[config.mk]
export PLATFORM = sky130hd
export DESIGN_NAME = alu_sequencer_flat
export DESIGN_NICKNAME = d
export VERILOG_FILES = /design/src/rtl/alu_sequencer_if.sv /design/src/rtl/alu_sequencer.sv /design/src/flat_wrapper.sv
export SDC_FILE = /design/constraint.sdc
export NUM_CORES = 1
export LEC_CHECK = 0
export CAP_MARGIN = 10
export CORE_MARGIN = 2
export CORE_UTILIZATION = 35
export DETAILED_ROUTE_END_ITERATION = 10
export PLACE_DENSITY = 0.62
export SYNTH_ARGS = -nofsm -noshare
export SYNTH_HDL_FRONTEND = slang
export SYNTH_SLANG_ARGS = --single-unit
[constraint.sdc]
create_clock -name clk -period 3.2 [get_ports clk]
set_clock_uncertainty 0.05 [all_clocks]
set_input_delay 0.64 -clock clk [delete_from_list [all_inputs] [get_ports clk]]
set_output_delay 0.64 -clock clk [all_outputs]
set_load 0.01 [all_outputs]
[src/rtl/alu_sequencer_if.sv]
// Command/response bundle for alu_sequencer: request fields from the master,
// status and results back from the sequencer.
interface alu_sequencer_if;
    logic        start;
    logic [2:0]  op;
    logic [15:0] a;
    logic [15:0] b;
    logic        busy;
    logic        done;
    logic [15:0] result;
    logic [15:0] result_hi;
    logic [3:0]  sreg;
    logic        err;

    modport master (
        output start, op, a, b,
        input  busy, done, result, result_hi, sreg, err
    );

    modport slave (
        input  start, op, a, b,
        output busy, done, result, result_hi, sreg, err
    );
endinterface

[src/rtl/alu_sequencer.sv]
// 16-bit multi-cycle ALU sequencer with a shared combinational ALU.
// Define ALU_SEQ_MUL_EN to build in the shift-add unsigned multiplier (op 111).
module alu_16bit (
    input  logic [15:0] a,
    input  logic [15:0] b,
    input  logic [2:0]  alu_op,
    output logic [15:0] y,
    output logic        carry,
    output logic        ovf
);
    logic [16:0] sum;
    logic [16:0] diff;

    always_comb begin
        sum   = {1'b0, a} + {1'b0, b};
        diff  = {1'b0, a} + {1'b0, ~b} + 17'd1;
        y     = '0;
        carry = 1'b0;
        ovf   = 1'b0;
        case (alu_op)
            3'b000: y = a & b;
            3'b001: y = a | b;
            3'b010: begin
                y     = sum[15:0];
                carry = sum[16];
                ovf   = (a[15] == b[15]) && (sum[15] != a[15]);
            end
            3'b110: begin
                y     = diff[15:0];
                carry = diff[16];
                ovf   = (a[15] != b[15]) && (diff[15] != a[15]);
            end
            default: ;
        endcase
    end
endmodule

module alu_sequencer (
    input logic            clk,
    input logic            rst_n,
    alu_sequencer_if.slave bus
);
    localparam logic [1:0] StIdle = 2'd0;
    localparam logic [1:0] StExec = 2'd1;
`ifdef ALU_SEQ_MUL_EN
    localparam logic [1:0] StMul  = 2'd2;
`endif
    localparam logic [1:0] StDone = 2'd3;

    logic [1:0]  state_q, state_d;
    logic        busy_q, busy_d;
    logic        done_q, done_d;
    logic        err_q, err_d;
    logic [15:0] result_q, result_d;
    logic [3:0]  sreg_q, sreg_d;
    logic [15:0] a_q, a_d;
    logic [15:0] b_q, b_d;
    logic [2:0]  op_q, op_d;
    logic [15:0] alu_a, alu_b, alu_y;
    logic [2:0]  alu_op;
    logic        alu_c, alu_v;
    logic        legal;
`ifdef ALU_SEQ_MUL_EN
    logic [15:0] result_hi_q, result_hi_d;
    logic [15:0] p_hi_q, p_hi_d;
    logic [15:0] p_lo_q, p_lo_d;
    logic [4:0]  cnt_q, cnt_d;
    logic [15:0] mul_sum, mul_hi_n, mul_lo_n;
    logic        mul_c;
`endif

    alu_16bit u_alu (
        .a      (alu_a),
        .b      (alu_b),
        .alu_op (alu_op),
        .y      (alu_y),
        .carry  (alu_c),
        .ovf    (alu_v)
    );

    // Multiply iterations borrow the ALU as an adder on the upper partial word.
    always_comb begin
        alu_a  = a_q;
        alu_b  = b_q;
        alu_op = op_q;
`ifdef ALU_SEQ_MUL_EN
        if (state_q == StMul) begin
            alu_a  = p_hi_q;
            alu_b  = a_q;
            alu_op = 3'b010;
        end
`endif
    end

    assign legal = (op_q == 3'b000) || (op_q == 3'b001) || (op_q == 3'b010) ||
                   (op_q == 3'b110);

    always_comb begin
        state_d  = state_q;
        busy_d   = busy_q;
        done_d   = done_q;
        err_d    = err_q;
        result_d = result_q;
        sreg_d   = sreg_q;
        a_d      = a_q;
        b_d      = b_q;
        op_d     = op_q;
`ifdef ALU_SEQ_MUL_EN
        result_hi_d = result_hi_q;
        p_hi_d      = p_hi_q;
        p_lo_d      = p_lo_q;
        cnt_d       = cnt_q;
        mul_c       = p_lo_q[0] & alu_c;
        mul_sum     = p_lo_q[0] ? alu_y : p_hi_q;
        mul_hi_n    = {mul_c, mul_sum[15:1]};
        mul_lo_n    = {mul_sum[0], p_lo_q[15:1]};
`endif
        case (state_q)
            StIdle: begin
                if (bus.start) begin
                    a_d     = bus.a;
                    b_d     = bus.b;
                    op_d    = bus.op;
                    busy_d  = 1'b1;
                    state_d = StExec;
`ifdef ALU_SEQ_MUL_EN
                    if (bus.op == 3'b111) begin
                        state_d = StMul;
                        cnt_d   = '0;
                        p_hi_d  = '0;
                        p_lo_d  = bus.b;
                    end
`endif
                end
            end
            StExec: begin
                state_d = StDone;
                done_d  = 1'b1;
`ifdef ALU_SEQ_MUL_EN
                result_hi_d = '0;
`endif
                if (legal) begin
                    result_d = alu_y;
                    err_d    = 1'b0;
                    sreg_d   = {alu_v, alu_c, alu_y[15], alu_y == 16'h0000};
                end else begin
                    result_d = '0;
                    err_d    = 1'b1;
                end
            end
`ifdef ALU_SEQ_MUL_EN
            StMul: begin
                p_hi_d = mul_hi_n;
                p_lo_d = mul_lo_n;
                cnt_d  = cnt_q + 5'd1;
                if (cnt_q == 5'd15) begin
                    state_d     = StDone;
                    done_d      = 1'b1;
                    err_d       = 1'b0;
                    result_d    = mul_lo_n;
                    result_hi_d = mul_hi_n;
                    sreg_d      = {mul_hi_n != 16'h0000, 1'b0, mul_hi_n[15],
                                   {mul_hi_n, mul_lo_n} == 32'h0};
                end
            end
`endif
            StDone: begin
                state_d = StIdle;
                done_d  = 1'b0;
                busy_d  = 1'b0;
            end
            default: state_d = StIdle;
        endcase
    end

    always_ff @(posedge clk) begin
        if (!rst_n) begin
            state_q  <= StIdle;
            busy_q   <= 1'b0;
            done_q   <= 1'b0;
            err_q    <= 1'b0;
            result_q <= '0;
            sreg_q   <= '0;
            a_q      <= '0;
            b_q      <= '0;
            op_q     <= '0;
`ifdef ALU_SEQ_MUL_EN
            result_hi_q <= '0;
            p_hi_q      <= '0;
            p_lo_q      <= '0;
            cnt_q       <= '0;
`endif
        end else begin
            state_q  <= state_d;
            busy_q   <= busy_d;
            done_q   <= done_d;
            err_q    <= err_d;
            result_q <= result_d;
            sreg_q   <= sreg_d;
            a_q      <= a_d;
            b_q      <= b_d;
            op_q     <= op_d;
`ifdef ALU_SEQ_MUL_EN
            result_hi_q <= result_hi_d;
            p_hi_q      <= p_hi_d;
            p_lo_q      <= p_lo_d;
            cnt_q       <= cnt_d;
`endif
        end
    end

    assign bus.busy   = busy_q;
    assign bus.done   = done_q;
    assign bus.err    = err_q;
    assign bus.result = result_q;
    assign bus.sreg   = sreg_q;
`ifdef ALU_SEQ_MUL_EN
    assign bus.result_hi = result_hi_q;
`else
    assign bus.result_hi = 16'h0000;
`endif
endmodule

[src/flat_wrapper.sv]
// flat-port wrapper written by rule: the top's interface ports become plain ports
module alu_sequencer_flat 
  (clk, rst_n, bus_start, bus_op, bus_a, bus_b, bus_busy, bus_done, bus_result, bus_result_hi, bus_sreg, bus_err);
  alu_sequencer_if bus_i ();
  input logic clk;
  input logic rst_n;
  input wire logic [$bits(bus_i.start)-1:0] bus_start;
  input wire logic [$bits(bus_i.op)-1:0] bus_op;
  input wire logic [$bits(bus_i.a)-1:0] bus_a;
  input wire logic [$bits(bus_i.b)-1:0] bus_b;
  output wire logic [$bits(bus_i.busy)-1:0] bus_busy;
  output wire logic [$bits(bus_i.done)-1:0] bus_done;
  output wire logic [$bits(bus_i.result)-1:0] bus_result;
  output wire logic [$bits(bus_i.result_hi)-1:0] bus_result_hi;
  output wire logic [$bits(bus_i.sreg)-1:0] bus_sreg;
  output wire logic [$bits(bus_i.err)-1:0] bus_err;
  assign bus_i.start = bus_start;
  assign bus_i.op = bus_op;
  assign bus_i.a = bus_a;
  assign bus_i.b = bus_b;
  assign bus_busy = bus_i.busy;
  assign bus_done = bus_i.done;
  assign bus_result = bus_i.result;
  assign bus_result_hi = bus_i.result_hi;
  assign bus_sreg = bus_i.sreg;
  assign bus_err = bus_i.err;
  alu_sequencer u_core (.clk(clk), .rst_n(rst_n), .bus(bus_i));
endmodule
==> run summary <==
Count of cell types in the netlist: 64
Final Max Tran Viols: 0
DRC errors left: 0
Leak: 0.00242 µW
Die outline height: 119 µm
Die Outline Area: 14200 µm²
Number of synthesized flops with an enable pin: 0
Via count of the first global-routing pass: 4278
DPL Wire Length: 10300 µm
Worst hold path class: flip-flop to flip-flop
Async set-reset flop share out of synthesis: 0%
Post-Synthesis Cells: 630
Core Util, Final: 46.6%
VDD IR max: 218 µV
Root buffer cell: sky130_fd_sc_hd__clkbuf_16
Antenna violations before repair: 0
Result of the run: finished, final reports clean
Largest delay share family, worst path: compound AO/OA/AOI/OAI gates
Final setup violation count: 0
Portion of the post-synthesis area used by sequential elements: 25.9%
Post-Route WL: 13700 µm
Count of nets after finishing: 790
Clock period minus worst slack: 3.05 ns
Synthesized flop and latch total: 60
Clock insertion delay at the later pin of the skew report: 0.34 ns
Synth warn: 0
Final instance count without filler cells: 880
Buffer levels on the longest clock path: 2
# clock sinks: 60
Initial standard-cell utilization of the core: 35.4%
# rows: 42
Max cap viols: 0
Largest stage delay on the critical path: 0.37 ns
Critical path data arrival time: 3.26 ns
Number of ports placed on the die boundary: 77
Critical Path RT: 3.41 ns
Crit start category: flip-flop
Type of the setup path with the least slack: flip-flop to flip-flop
Share of final-layout standard cells stronger than drive strength 1: 14.9%
Wire length of the first global-routing pass: 21900 µm
Total count of hold-check failures in the final report: 0
DRT Pass-1 Iters: 5
Maximum fanout along the worst path: 6
Number of hold buffers added after CTS: 0
Area of all placed cells without fillers: 6100 µm²
CTS tree: yes
Total number of vias: 4507
Count of inserted antenna diode cells: 0
Total clock buffers created by CTS: 9
Iter 0 DRT Violations: 250
Final weighted congestion in routability-driven placement: 0.893
Share of the clock period used by the worst path after layout: 95.4%
Count of fill cells added during filler insertion: 1300
Synthesized area divided by synthesized cell count: 7.36 µm²
Die extent in x: 119 µm
Global-route total usage across every layer: 19.5%
Number of instances in the placed design: 860
Pin count of the biggest net entering global routing: 55
Detail-routed via count per cell: 5.12
GRT Residual Overflow: 0
Most instantiated flip-flop cell in the synthesis netlist: sky130_fd_sc_hd__dfxtp_1
Slew @ Worst Pin: 0.608 ns
Achievable clock frequency: 327 MHz
Worst slew margin relative to its limit: 59.5%
Kind of capture point of the worst setup path: flip-flop
Sequence of cells on the critical path: inv_1 > ha_4 > nor3_2 > a221oi_4 > a21oi_2 > a31oi_2 > a31o_2 > a311o_1 > nor4_2 > nand4_1 > o31ai_2
Synth-to-Final Area Change: 31.7%
CORE AREA: 13100 µm²
Setup slack of the worst register-to-register path: 0.15 ns
Post-DP Area: 5480 µm²
Slowest-stage cell, CP: sky130_fd_sc_hd__dfxtp_1
Post-synthesis cell area: 4630 µm²
WL per Instance: 15.6 µm
Clock-pin slew of the registers on the worst-case setup and hold paths: 0.05 ns
Count of antenna-violating nets left after detailed routing: 0
Worst Path Buf+Inv: 1
H-tree depth reported by CTS: 3
Number of port buffers: 60
Power density over the cells: 449 nW/µm²
## per-layer routing
metal	part of all wire (%)	vias up	GRT usage, %
met2	47	113	31.6
li1	-	2266	-
met5	0	-	0
met1	46	2113	25.3
met3	4.7	15	4.36
met4	1.5	0	7.37
## final cells by class
| cell class | count | area [µm²] | share of cell area (%) |
|---|---|---|---|
| inverters | 57 | 214 | 3.51 |
| clock inverters | 6 | 113 | 1.85 |
| repair buffers | 95 | 863 | 14.1 |
| multi-input cells | 476 | 3260 | 53.4 |
| clock buffers | 10 | 229 | 3.75 |
| well taps | 176 | 220 | 3.61 |
| flip-flops and latches | 60 | 1210 | 19.8 |
## worst reg2reg max path, stage by stage, from the launching register on
cell                       delay [ns]
sky130_fd_sc_hd__dfxtp_1         0.37
sky130_fd_sc_hd__inv_1           0.10
sky130_fd_sc_hd__ha_4            0.28
sky130_fd_sc_hd__nor3_2          0.28
sky130_fd_sc_hd__a221oi_4        0.12
sky130_fd_sc_hd__a21oi_2         0.32
sky130_fd_sc_hd__a31oi_2         0.17
sky130_fd_sc_hd__a31o_2          0.27
sky130_fd_sc_hd__a311o_1         0.35
sky130_fd_sc_hd__nor4_2          0.27
sky130_fd_sc_hd__nand4_1         0.13
sky130_fd_sc_hd__o31ai_2         0.26
## timing repair
item,CTS,global route
gates resized for setup,2,53
gates cloned,0,0
setup endpoints to repair,1,2
pin swaps,0,18
buffers inserted,0,4
## power breakdown
part           internal, µW  leakage [µW]  switching [µW]
logic                   347       0.00176             434
registers               798      0.000493            45.7
clock network           761      0.000167             354
## cells in the mapped netlist (all sizes together), types with 7 or more instances
library cell / n / area share [%]
nand2: 96 / 7.8
a21oi: 67 / 7.2
dfxtp: 60 / 26
inv: 57 / 4.6
ha: 51 / 14
nor2: 48 / 3.9
o21ai: 29 / 3.1
clkbuf: 27 / 2.2
buf: 25 / 3.6
nor3: 19 / 2.1
a211oi: 16 / 2.6
mux2i: 13 / 2.8
nand2b: 7 / 0.94
nand4: 7 / 0.94
nor2b: 7 / 0.94
o211ai: 7 / 1.1
## registers in the layout (all words and copies together), names as in the netlist
register,flops
u_core.bus.err,1
u_core.a_q,16
u_core.alu_b,16
u_core.bus.busy,1
u_core.alu_op,3
u_core.bus.result,16
u_core.bus.done,1
u_core.bus.sreg,4
u_core.state_q,2
## metrics by stage
step / hold slack (ns) / setup WS (ns) / setup TNS, ns / total power [µW]
2_1_floorplan: 0.403 / 0.245 / 0 / 1300
4_1_cts: 0.410 / 0.00249 / 0 / 2690
3_5_place_dp: 0.403 / -0.00693 / -0.00693 / 1550
3_3_place_gp: 0.402 / 0.0501 / 0 / 1540
6_report: 0.411 / 0.146 / 0 / 2740
5_1_grt: 0.433 / -0.0323 / -0.0323 / 2880
## kinds of logic after synthesis
kind of cell / share of synthesized area (%)
mux: 3.29
simple gates: 21.4
other cells: 0.0809
compound gates: 22.7
buf+inv: 10.4
fa+ha+maj: 14.6
xor+xnor: 1.51
flops: 25.9
## final timing paths
check	from	endpoint	depth (start not counted)
worst max-delay path	u_core.alu_b[2]	u_core.bus.sreg[0]	11
worst min-delay path	u_core.bus.result[4]	u_core.bus.result[4]	2
worst max register to register	u_core.alu_b[2]	u_core.bus.sreg[0]	11
worst min register to register	u_core.bus.result[4]	u_core.bus.result[4]	2
## cells in the final DEF (no fill, tap or decap), drive strengths merged, types with 3 or more instances in the layout
cell type,n
nand3,5
nand2b,7
nand4,7
nor4,6
a22oi,3
inv,57
mux2i,13
conb,16
a21o,6
xnor2,5
clkbuf,10
o21ai,29
o31ai,4
ha,51
dfxtp,60
nor2,48
nor2b,7
nor3,19
o211a,3
a211oi,16
buf,35
xor2,3
nor3b,4
bufinv,3
o21bai,4
clkdlybuf4s50,60
and3,4
nand2,96
o211ai,7
or3,4
a21oi,67
clkinv,3
a31oi,6
(Power assumes the default switching activity.)
